`src/rtl/truth_table_scanner_pkg.sv`:
```
// Shared types and constants for the truth-table scanner and its evaluator.
// Holds the FSM state encoding, the scan geometry and the golden tables.
package truth_table_scanner_pkg;

  typedef enum logic [1:0] {
    ST_IDLE  = 2'd0,
    ST_SCAN  = 2'd1,
    ST_DRAIN = 2'd2,
    ST_DONE  = 2'd3
  } state_e;

  localparam int ROWS  = 16;
  localparam int IDX_W = 4;
  localparam int CNT_W = 5;

  localparam logic [ROWS-1:0] GOLD_X = 16'h8000;
  localparam logic [ROWS-1:0] GOLD_Y = 16'hFFFE;
  localparam logic [ROWS-1:0] GOLD_Z = 16'hE997;

endpackage

```
`src/rtl/truth_table_scanner_eval.sv`:
```
// Registered 4-input evaluator: x = AND, y = OR, z = 0 iff exactly two inputs set.
// Single-cycle latency from abcd to x_q/y_q/z_q; cleared by rst.
module logic_eval_reg
  import truth_table_scanner_pkg::*;
(
  input  logic             clk,
  input  logic             rst,
  input  logic [IDX_W-1:0] abcd,
  output logic             x_q,
  output logic             y_q,
  output logic             z_q
);

  logic       x_d;
  logic       y_d;
  logic       z_d;
  logic [2:0] ones;

  always_comb begin
    ones = 3'(abcd[3]) + 3'(abcd[2]) + 3'(abcd[1]) + 3'(abcd[0]);
    x_d  = &abcd;
    y_d  = |abcd;
    z_d  = (ones != 3'd2);
  end

  always_ff @(posedge clk) begin
    if (rst) begin
      x_q <= 1'b0;
      y_q <= 1'b0;
      z_q <= 1'b0;
    end else begin
      x_q <= x_d;
      y_q <= y_d;
      z_q <= z_d;
    end
  end

endmodule

```
`src/rtl/truth_table_scanner.sv`:
```
// Walks all 16 input rows through the registered evaluator, captures x/y/z tables
// and counts rows that disagree with the expected tables latched at start.
module truth_table_scanner
  import truth_table_scanner_pkg::*;
(
  input  logic             clk,
  input  logic             rst,
  input  logic             start,
  input  logic             hold,
  input  logic [ROWS-1:0]  exp_x,
  input  logic [ROWS-1:0]  exp_y,
  input  logic [ROWS-1:0]  exp_z,
  output logic [IDX_W-1:0] abcd,
  output logic             busy,
  output logic             done,
  output logic [ROWS-1:0]  tt_x,
  output logic [ROWS-1:0]  tt_y,
  output logic [ROWS-1:0]  tt_z,
  output logic [CNT_W-1:0] mism_cnt,
  output logic             pass
);

  state_e           state_q, state_d;
  logic [IDX_W-1:0] idx_q, idx_d;
  logic             cap_vld_q, cap_vld_d;
  logic [IDX_W-1:0] cap_idx_q, cap_idx_d;
  logic [ROWS-1:0]  exp_x_q, exp_x_d, exp_y_q, exp_y_d, exp_z_q, exp_z_d;
  logic [ROWS-1:0]  tt_x_q, tt_x_d, tt_y_q, tt_y_d, tt_z_q, tt_z_d;
  logic [CNT_W-1:0] mism_q, mism_d;
  logic             pass_q, pass_d;
  logic             eval_x, eval_y, eval_z;
  logic             row_mism;

  logic_eval_reg u_eval (
    .clk  (clk),
    .rst  (rst),
    .abcd (idx_q),
    .x_q  (eval_x),
    .y_q  (eval_y),
    .z_q  (eval_z)
  );

  always_comb begin
    state_d   = state_q;
    idx_d     = idx_q;
    cap_vld_d = 1'b0;
    cap_idx_d = cap_idx_q;
    exp_x_d   = exp_x_q;
    exp_y_d   = exp_y_q;
    exp_z_d   = exp_z_q;
    tt_x_d    = tt_x_q;
    tt_y_d    = tt_y_q;
    tt_z_d    = tt_z_q;
    mism_d    = mism_q;
    pass_d    = pass_q;
    row_mism  = (eval_x != exp_x_q[cap_idx_q]) ||
                (eval_y != exp_y_q[cap_idx_q]) ||
                (eval_z != exp_z_q[cap_idx_q]);

    // Evaluator output arriving this cycle belongs to the row issued last cycle.
    if (cap_vld_q) begin
      tt_x_d[cap_idx_q] = eval_x;
      tt_y_d[cap_idx_q] = eval_y;
      tt_z_d[cap_idx_q] = eval_z;
      if (row_mism) begin
        mism_d = mism_q + CNT_W'(1);
      end
    end

    case (state_q)
      ST_IDLE: begin
        if (start) begin
          state_d = ST_SCAN;
          idx_d   = '0;
          tt_x_d  = '0;
          tt_y_d  = '0;
          tt_z_d  = '0;
          mism_d  = '0;
          pass_d  = 1'b0;
          exp_x_d = exp_x;
          exp_y_d = exp_y;
          exp_z_d = exp_z;
        end
      end
      ST_SCAN: begin
        if (!hold) begin
          cap_vld_d = 1'b1;
          cap_idx_d = idx_q;
          idx_d     = idx_q + IDX_W'(1);
          if (idx_q == IDX_W'(ROWS - 1)) begin
            state_d = ST_DRAIN;
          end
        end
      end
      ST_DRAIN: begin
        state_d = ST_DONE;
        pass_d  = (mism_d == '0);
      end
      ST_DONE: begin
        state_d = ST_IDLE;
      end
      default: begin
        state_d = ST_IDLE;
      end
    endcase
  end

  always_ff @(posedge clk) begin
    if (rst) begin
      state_q   <= ST_IDLE;
      idx_q     <= '0;
      cap_vld_q <= 1'b0;
      cap_idx_q <= '0;
      exp_x_q   <= '0;
      exp_y_q   <= '0;
      exp_z_q   <= '0;
      tt_x_q    <= '0;
      tt_y_q    <= '0;
      tt_z_q    <= '0;
      mism_q    <= '0;
      pass_q    <= 1'b0;
    end else begin
      state_q   <= state_d;
      idx_q     <= idx_d;
      cap_vld_q <= cap_vld_d;
      cap_idx_q <= cap_idx_d;
      exp_x_q   <= exp_x_d;
      exp_y_q   <= exp_y_d;
      exp_z_q   <= exp_z_d;
      tt_x_q    <= tt_x_d;
      tt_y_q    <= tt_y_d;
      tt_z_q    <= tt_z_d;
      mism_q    <= mism_d;
      pass_q    <= pass_d;
    end
  end

  assign abcd     = idx_q;
  assign busy     = (state_q == ST_SCAN) || (state_q == ST_DRAIN);
  assign done     = (state_q == ST_DONE);
  assign tt_x     = tt_x_q;
  assign tt_y     = tt_y_q;
  assign tt_z     = tt_z_q;
  assign mism_cnt = mism_q;
  assign pass     = pass_q;

endmodule

```
`config.mk`:
```
export PLATFORM = sky130hd
export DESIGN_NAME = truth_table_scanner
export DESIGN_NICKNAME = d
export VERILOG_FILES = /design/src/rtl/truth_table_scanner_pkg.sv /design/src/rtl/truth_table_scanner_eval.sv /design/src/rtl/truth_table_scanner.sv
export SDC_FILE = /design/constraint.sdc
export NUM_CORES = 1
export LEC_CHECK = 0
export CAP_MARGIN = 15
export CORE_UTILIZATION = 45
export DETAILED_ROUTE_END_ITERATION = 7
export PLACE_DENSITY = 0.73
export SLEW_MARGIN = 20
export SYNTH_ARGS = -nofsm -noshare
export SYNTH_HDL_FRONTEND = slang
export SYNTH_SLANG_ARGS = --single-unit
```
`constraint.sdc`:
```
create_clock -name clk -period 9.24 [get_ports clk]
set_clock_uncertainty 0.15 [all_clocks]
set_input_delay 1.848 -clock clk [delete_from_list [all_inputs] [get_ports clk]]
set_output_delay 1.848 -clock clk [all_outputs]
set_load 0.01 [all_outputs]
```
==> summary.txt, run 1 <==
Placement
  • Pre-CTS setup slack: between 5 and 6 ns
  • Final RePlAce weighted congestion: approximately 0.76
  • Final HPWL DP: around 7700 um
  • PortBufs: approximately 110

Clock network
  • # clock sinks: ~120
  • Clock tree buffer depth: 2
  • Clk root buf: clkbuf_8
  • CTS tree: built
  • Worst skew pair latency: ~0.52 ns
  • TritonCTS Buffers: 17
  • Htree depth: 4
  • Post-CTS Setup Bufs: 0
  • Post_cts resized: 0
  • Hold-fix buffers at CTS: 0
  • Worst-path clk slew: approximately 0.060 ns

Yosys
  • Leading area contributor after synthesis: dfxtp_1
  • Part of the Yosys area used for sequential elements: a little under half
  • Yosys top cell area share: a little under half
  • Synth unique cells: 35
  • Syn Area/Cell: about 9.0 sq um
  • Synthesized instance count: about 540
  • Synth area leaders: dfxtp_1, nand2_1, mux2i_1
  • Syn_nets: 604
  • Ys Warns: 0
  • Number of synthesized register bits: about 120
  • Synthesized area: about 4900 sq um

Run
  • Number of max-cap violations: 0

Floorplan
  • Die width: approximately 110 um
  • Core area: ~10000 sq um
  • Std cell rows: 37
  • Die ar.: about 11000 sq um
  • Num ports: 112
  • Starting Density: between 40 and 50%
  • Die height: roughly 110 um

Critical path
  • CP Class: flop to flop
  • CP Depth: 7
  • Worst Path Arrival: a little over 4 ns
  • Crit path from: cap_idx_q[1]
  • CP cell instances: mux4_1 -> mux4_2 -> xnor2_1 -> a31oi_4 -> or3_1 -> a2111o_1 -> o32ai_2
  • Worst setup SP type: flop
  • Buf/Inv on CP: 0
  • Worst R2R End: pass
  • Worst Reg-to-Reg Cells: 7
  • Worst path required time: 9.52 ns
  • Endpoint class of the critical path: flop
  • Worst path max stage delay: between 0.9 and 1 ns
  • Crit Path Max Fanout: 19
  • Worst setup path end: pass
  • Delay-heaviest family, CP: multiplexers
  • RR Startpoint: cap_idx_q[1]
  • FF-to-FF setup slack: about 5.4 ns
  • Slowest library cell on the worst path: dfxtp_1

Routing
  • Total number of vias: approximately 4100
  • Final ANT Viol Nets: 0
  • Vias per inst: around 5.3
  • 1st-iter DRT viols: around 150
  • Per-cell routed wire length: 14.9 um
  • Router iterations before antenna repair: 5
  • Drt drc: 0
  • Routed WL: around 12000 um

Finish
  • # diodes: 0
  • Area growth syn-to-layout: 35.7%
  • Layout cells sized above 1: just over 7%
  • Number of fill cells in the layout: just under 900
  • Fin nets: between 600 and 700
  • Area occupied by multi-input gates: 2340 sq um
  • Utilization after layout: a little under two thirds
  • Sequential cell area: 2320 sq um

Power and ir drop
  • Power Total: between 1.5 and 2 mW
  • Worst vdd ir: 0.000111 V
  • PD cells: between 200 and 250 nW/um^2
  • Leak pwr: roughly 2.5 nW

Timing
  • Max-slew violations: 0
  • F_max: roughly 0.26 GHz
  • Setup violators final: 0
  • RSZ-0062 raised after global routing: no
  • Setup TNS: 0 ns
  • Relative slew margins: between 20 and 30%
  • Hold Vio Cnt, Final: 0
  • Least-Margin Pin Slew: 1.06 ns
  • Fin crit share: 41.2%
  • Final WS setup: 5.44 ns
  • Fin crit period: approximately 3.8 ns

GRT
  • Largest net degree at the start of global routing: slightly above 60
  • Antenna violations before repair: 0
  • First-pass GRT wire length: approximately 19000 um
  • GR Util All Layers: a little over a fifth
  • Total gr overflow: 0
  • Vias in the first global route: 4028

Outcome
  • Status: complete, no violations

Min path
  • Worst min path class: flop to flop
[cells in the mapped netlist]
library cell,count
and2_1,3
o311a_1,1
xor2_1,1
buf_1,4
ha_1,10
nor2b_1,3
nand4_1,2
o21a_1,1
buf_8,1
fa_1,1
mux4_2,8
or3_1,4
xnor2_2,1
inv_1,9
dfxtp_1,116
nor2_1,54
clkbuf_1,34
mux4_1,7
a211oi_1,1
mux2i_1,36
a21oi_1,71
a2111o_1,1
xnor2_1,7
o32ai_2,1
o21ai_0,19
o32a_1,1
nand3_1,7
buf_4,1
or4_1,2
nand2b_1,5
nor3_1,1
nand3b_1,3
nand2_1,123
a31oi_4,1
buf_6,1
[tightest hold or removal path, cell delays in order, from the launching register on]
cell and delay (ns):
dfxtp_1 0.30, nand2_1 0.05, a21oi_1 0.05
[worst min path at each step]
stage / startpoint / end / slack [ns] / depth (start not counted)
floorplan: exp_x_q[10] / exp_x_q[10] / 0.28 / 2
global placement: exp_x_q[12] / exp_x_q[12] / 0.29 / 2
detailed placement: exp_y_q[11] / exp_y_q[11] / 0.29 / 2
CTS: exp_y_q[11] / exp_y_q[11] / 0.30 / 2
global route: exp_y_q[11] / exp_y_q[11] / 0.32 / 2
finish: exp_z_q[10] / exp_z_q[10] / 0.30 / 2
[power by group]
part / leakage [nW] / total, mW / internal (mW) / switching [mW]
Combinational: 1.22 / 0.293 / 0.122 / 0.171
Clock: 0.302 / 0.673 / 0.444 / 0.229
Sequential: 0.942 / 0.587 / 0.551 / 0.0363
Total: 2.46 / 1.55 / 1.12 / 0.436
[cell type report]
class	count	share of cell area, %
Timing Repair Buffer	114	17.1
Clock inverter	13	2.76
Tap cell	136	2.58
Clock buffer	19	6.53
Multi-Input combinational cell	375	35.4
Inverter	9	0.511
Sequential cell	116	35.1
[registers in the layout (all words and copies together) (netlist names)]
name,flops
exp_x_q,16
exp_y_q,16
exp_z_q,16
tt_x,16
tt_y,16
tt_z,16
mism_cnt,5
abcd,4
cap_idx_q,4
state_q,2
cap_vld_q,1
pass,1
u_eval.x_q,1
u_eval.y_q,1
u_eval.z_q,1
[per-layer routing]
metal | wire length, um | global-route usage, %
met5 | 0 | 0
met4 | 126 | 7.14
met3 | 755 | 5.70
met2 | 5770 | 37.0
met1 | 4990 | 26.3
[through the flow]
stage | cell area (sq um) | instances | hold slack [ns]
detailed placement | 5990 | 750 | 0.294
CTS | 6610 | 782 | 0.302
floorplan | 4870 | 541 | 0.282
global route | 6610 | 782 | 0.318
finish | 6610 | 782 | 0.302
global placement | 5990 | 750 | 0.289
[layout by cell type, fill, tap and decap left out, drive strengths merged, types with 2 or more instances in the layout]
master	Yosys	layout
a21oi	71	71
and2	3	3
buf	7	4
bufinv	0	4
clkbuf	34	19
clkdlybuf4s50	0	110
clkinv	0	8
dfxtp	116	116
ha	10	10
inv	9	9
mux2i	36	36
mux4	15	15
nand2	123	123
nand2b	5	5
nand3	7	7
nand3b	3	3
nand4	2	2
nor2	54	54
nor2b	3	3
o21ai	19	19
or3	4	4
or4	2	2
xnor2	8	8
[kinds of logic after synthesis]
logic type / share of synthesized area (%)
simple gates: 17.4
flops: 47.7
compound gates: 11.0
mux: 14.9
buf+inv: 4.32
fa+ha+maj: 2.98
xor+xnor: 1.77
Note: power is estimated with default switching activity, not from simulation.
==> run 2, diff against run 1 <==
--- a/config.mk
+++ b/config.mk
@@ -8,7 +8,7 @@
 export CAP_MARGIN = 15
 export CORE_UTILIZATION = 45
 export DETAILED_ROUTE_END_ITERATION = 7
-export PLACE_DENSITY = 0.73
+export PLACE_DENSITY = 0.76
 export SLEW_MARGIN = 20
 export SYNTH_ARGS = -nofsm -noshare
 export SYNTH_HDL_FRONTEND = slang
==> constraint.sdc (replaced) <==
create_clock -name clk -period 3.23 [get_ports clk]
set_clock_uncertainty 0.15 [all_clocks]
set_input_delay 0.646 -clock clk [delete_from_list [all_inputs] [get_ports clk]]
set_output_delay 0.646 -clock clk [all_outputs]
set_load 0.01 [all_outputs]
==> run 2 against run 1 <==
  * Global-route usage fell by 0.21 points
  * Routed wire length rose by 1.2%
  * Core utilization is 0.61 points higher
  * Largest cell class unchanged
  * Highest routed layer unchanged
==> summary.txt, run 2 (synthesis gave the netlist of run 1 again) <==
Power and ir drop
  • Leak pwr: about 2.5 nW
  • Power Total: about 4.3 mW
  • Int Pwr: just over 3 mW
  • PD cells: 651 nW/um^2
  • Fraction of power consumed by combinational cells: 19.9%
  • Clk pwr share: a little over two fifths
  • Worst vdd ir: ~0.00035 V
  • Net Switching: 1.29 mW
  • Sw Ratio: between 20 and 30%
  • Sequential Power Share: 38.5%

Critical path
  • Worst Reg-to-Reg Cells: 8
  • Slowest library cell on the worst path: mux4_1
  • Crit Path Max Fanout: 4
  • CP cell instances: buf_4 -> mux4_1 -> mux4_2 -> xnor2_2 -> a31oi_4 -> or3_1 -> a2111o_1 -> o32ai_2
  • Worst path max stage delay: around 0.56 ns
  • Worst setup SP type: flop
  • CP Class: flop to flop
  • Worst Path Arrival: between 3 and 4 ns
  • Endpoint class of the critical path: flop
  • Worst path required time: 3.50 ns

Min path
  • Worst min path class: primary input to flop
  • Hold Crit Depth: 2

Outcome
  • Status: complete, no violations

Placement
  • PortBufs: 111
  • Final RePlAce weighted congestion: ~0.8
  • Final HPWL DP: roughly 8300 um
  • Cell count after placement: 760
  • Pre-CTS setup slack: 0.0720 ns

Clock network
  • CTS tree: built
  • TritonCTS Buffers: 17
  • # clock sinks: 116
  • Hold-fix buffers at CTS: 0
  • Clk root buf: clkbuf_8
  • Htree depth: 4
  • Worst-path clk slew: around 0.060 ns
  • Worst skew pair latency: between 0.5 and 0.6 ns
  • Clock tree buffer depth: 2

Run
  • Number of max-cap violations: 0

Finish
  • Fin nets: between 700 and 800
  • Commonest cells after routing, fill and taps aside: nand2_1, dfxtp_1, clkdlybuf4s50_1
  • Final std cells w/o fill: roughly 800
  • Commonest non-fill, non-tap cell in the layout: nand2_1
  • # diodes: 0
  • Layout cells sized above 1: 9.15%
  • Area growth syn-to-layout: 37.0%

Routing
  • Total number of vias: 4169
  • Routed WL: ~12000 um
  • Vias per inst: between 5 and 6
  • Per-cell routed wire length: 14.9 um
  • Router iterations before antenna repair: 4
  • 1st-iter DRT viols: between 150 and 200
  • Final ANT Viol Nets: 0
  • Drt drc: 0

Timing
  • Fin crit period: 3.13 ns
  • Setup violators final: 0
  • F_max: about 0.32 GHz
  • Fin crit share: a little over nine tenths
  • RSZ-0062 raised after global routing: no
  • Hold Vio Cnt, Final: 0
  • Setup TNS: 0 ns
  • Max-slew violations: 0
  • Final WS setup: ~0.095 ns
  • Least-Margin Pin Slew: 0.635 ns
  • Relative slew margins: between 50 and 60%

Floorplan
  • Die width: approximately 110 um
  • Die ar.: between 10000 and 15000 sq um
  • Std cell rows: 37
  • Core area: roughly 10000 sq um
  • Num ports: 112
  • Starting Density: 46.8%
  • Die height: ~110 um

GRT
  • Antenna violations before repair: 0
  • Total gr overflow: 0
  • Vias in the first global route: between 3000 and 4000
  • Largest net degree at the start of global routing: between 50 and 60
  • GR Util All Layers: between 20% and 30%
  • First-pass GRT wire length: roughly 19000 um
-- run 2: worst max-delay path: cells and delay by family, from the launching register on --
kind / cells / cell delay [ns]
xor+xnor: 1 / 0.23
compound gates: 3 / 0.78
flops: 1 / 0.35
buf+inv: 1 / 0.15
mux: 2 / 1.08
simple gates: 1 / 0.31
-- run 2: power groups by stage --
stage / clock [mW] / sequential, mW / combinational [mW]
floorplan: 0 / 1.67 / 0.615
global placement: 0 / 1.69 / 0.824
detailed placement: 0 / 1.70 / 0.856
CTS: 1.83 / 1.67 / 0.859
global route: 1.91 / 1.69 / 0.960
finish: 1.81 / 1.67 / 0.864
-- run 2: final timing paths --
| path | startpoint | to | slack (ns) |
|---|---|---|---|
| worst max-delay path | cap_idx_q[1] | pass | 0.1 |
| worst min register to register | exp_y_q[10] | exp_y_q[10] | 0.31 |
| worst min-delay path | rst | u_eval.y_q | 0.30 |
| worst max register to register | cap_idx_q[1] | pass | 0.1 |
-- run 2: per-layer routing --
| metal | part of all wire, % | global-route usage, % | vias to the layer above |
|---|---|---|---|
| li1 | - | - | 2037 |
| met1 | 44 | 25.4 | 1989 |
| met2 | 51 | 37.5 | 131 |
| met3 | 4.8 | 5.76 | 12 |
| met4 | 1.0 | 6.85 | 0 |
| met5 | 0 | 0 | - |
-- run 2: cell type report --
type                       count  area [sq um]
tap                          136           170
fill                         852          3740
inverter                       9          33.8
sequential                   116          2320
multi-input combinational    375          2350
clock inverter                14           155
clock buffer                  18           428
timing repair buffer         124          1210
-- run 2: what timing repair did --
item	CTS	global route
setup endpoints to repair	0	1
resized for setup	0	4
buffers inserted	0	0
-- run 2: per-stage QoR --
stage          area (sq um)  utilization [%]  hold WS (ns)
4_1_cts                6650             63.9         0.278
5_1_grt                6670             64.0         0.296
3_3_place_gp           6070             58.3         0.290
3_5_place_dp           6070             58.3         0.297
6_report               6670             64.0         0.296
2_1_floorplan          4870                -         0.282
==> variant, RTL diff (flow settings as in run 2) <==
Re-encode `state_e` (4 states) as one-hot, 4 bits wide.
--- a/src/rtl/truth_table_scanner_pkg.sv
+++ b/src/rtl/truth_table_scanner_pkg.sv
@@ -4,7 +4,7 @@
 
-  typedef enum logic [1:0] {
-    ST_IDLE  = 2'd0,
-    ST_SCAN  = 2'd1,
-    ST_DRAIN = 2'd2,
-    ST_DONE  = 2'd3
+  typedef enum logic [3:0] {
+    ST_IDLE  = 4'b0001,
+    ST_SCAN  = 4'b0010,
+    ST_DRAIN = 4'b0100,
+    ST_DONE  = 4'b1000
   } state_e;
Behaviour: same outputs for any inputs over 10 cycles, from zero or initial values and one cycle with rst high; not proved beyond that.
==> variant against run 2 <==
Die area grew 0.73%. Synthesized area increased by 0.74%. Maximum frequency increased by 2.8%. First-iteration DRC count up 25%. Via count grew 0.94%. Sequential cell count up 2. Routed wire length increased by 3.0%. Cell area up 0.56%. Worst setup slack improved by 0.085 ns. Largest cell class is now flip-flops and latches.
Power is not compared: it rests on default switching activity, and its combinational part moved more than twofold at a synthesized area within 25%.
==> variant: results (changes against run 2) <==
- Status: finished, final reports clean (unchanged)
- Worst Hold Class: in2reg (unchanged)
- Multiplexer share of the synthesized area: 13.9% (was 14.9%)
- Clock transition at path regs: 0.06 ns (about the same)
- Port Buf Inserts: 111 (unchanged)
- Post-Place Cells: 774 (was 760)
- Reg power frac: 42.0%
- Yosys warns: 0 (unchanged)
- Met2 WL: 6.08 mm (was 5.96 mm)
- DP HPWL: 8.30 mm (was 8.34 mm)
- Leakage: 0.00247 uW
- CP delay by family, top: multiplexers (unchanged)
- H-tree levels: 4 (unchanged)
- Pwr Density: 543 nW/um^2
- Adder-Cell Fraction of Synth Area: 1.94% (was 2.98%)
- Ys async rst share: 0% (unchanged)
- Total Wirelength: 12.1 mm (was 11.8 mm)
- Worst-margin pin slew: 0.725 ns (was 0.635 ns)
- Clock network power: 1870 uW
- RD Place Congestion: 0.770 (was 0.790)
- Peak supply drop: 0.443 mV
- Final #Nets: 716 (was 706)
- Worst Path Max Fanout: 7 (was 4)
- Post-Syn Nets: 616 (was 604)
- Metal1 wirelength: 5.15 mm (about the same)
- Compound-Gate Fraction of Synth Area: 10.6% (was 11.0%)
- Post-Synth XOR/XNOR Area: 2.09% (was 1.77%)
- DR vias: 4208 (was 4169)
- Drt initial violations: 212 (was 169)
- Total track usage: 22.5% (was 21.4%)
- Seq/Total Area, Yosys: 48.1% (was 47.7%)
- Slowest CP cell: mux4_1 (unchanged)
- Global-route wire length before repair: 19.8 mm (was 18.7 mm)
- Highest metal used: met4 (unchanged)
- ANT cells: 0 (unchanged)
- Worst-Skew Late Latency: ~0.52 ns
- Layout cells sized above 1: 8.96% (was 9.15%)
- Initial antenna violation count: 0 (unchanged)
- Psw: slightly above 800 uW
- Metal3 WL: 714 microns (was 561 microns)
- Worst EP arrival: 3.31 ns (was 3.41 ns)
- Finished Layout Cells: 806 (was 792)
- DRT Pass-1 Iters: 5 (was 4)
- Synth cell count leaders: 130 x nand2_1, 118 x dfxtp_1, 76 x a21oi_1, 57 x nor2_1 (was 123 x nand2_1, 116 x dfxtp_1, 71 x a21oi_1, 54 x nor2_1, 36 x mux2i_1)
- Post-CTS sizing: 0 (unchanged)
- Root Buffer: clkbuf_8 (unchanged)
- Largest net degree at the start of global routing: 64 (was 55)
- Postcts setup bufs: 0 (unchanged)
- Clk buf depth: 2 (unchanged)
- Dominant cells by area after synthesis: dfxtp_1 48%, nand2_1 9.9%, a21oi_1 7.8% (was dfxtp_1 48%, nand2_1 9.5%, mux2i_1 7.4%)
- Synth unique cells: 36 (was 35)
- Mapped Cells: 557 (was 541)
- TritonCTS Buffers: 17 (unchanged)
- Slowest stage delay, CP: around 0.57 ns
==> variant: cell count changes in the layout (fill, tap and decap cells not counted), moves of 4 or more <==
cell	delta
ha_1	-4
a21oi_1	+5
nand2_1	+7
clkinv_4	-5
==> variant: layer usage <==
layer	up-vias	track usage, %
li1	2085	-
met1	1956	27.0
met2	150	37.4
met3	17	6.62
met4	0	9.30
met5	-	0
==> variant: worst paths after layout <==
kind                                   from                        to  slack [ns]  depth (start not counted)
hold reg to reg    exp_x_q[14]$_SDFFE_PP0P_  exp_x_q[14]$_SDFFE_PP0P_        0.30                          2
setup / recovery  cap_idx_q[1]$_SDFFE_PP0P_         pass$_SDFFE_PP0P_        0.18                          8
hold / removal                          rst   state_q[3]$_SDFFE_PP0P_        0.21                          2
setup reg to reg  cap_idx_q[1]$_SDFFE_PP0P_         pass$_SDFFE_PP0P_        0.18                          8
==> variant: cell families (layout without fill, tap and decap cells) <==
logic type	count (synthesis)	in the layout
AO/OA/AOI/OAI	99	99
XOR/XNOR	10	10
adder cells (fa/ha/maj)	7	7
buffers and inverters	48	161
flip-flops	118	118
multiplexers	49	49
AND/OR/NAND/NOR	226	226
==> variant: final cells by class <==
type / instances / area (sq um)
clock buffers: 20 / 435
inverters: 6 / 22.5
flip-flops and latches: 118 / 2360
well taps: 136 / 170
multi-input cells: 391 / 2360
clock inverters: 12 / 153
repair buffers: 123 / 1210
fillers: 848 / 3750
==> variant: metrics by stage <==
| step | worst slack (ns) | area [sq um] | util, % |
|---|---|---|---|
| after global routing | 0.0796 | 6710 | 64.1 |
| after detailed placement | 0.188 | 6120 | 58.5 |
| after floorplan | 0.551 | 4910 | - |
| final | 0.180 | 6710 | 64.1 |
| after global placement | 0.298 | 6120 | 58.5 |
| after CTS | 0.180 | 6710 | 64.1 |
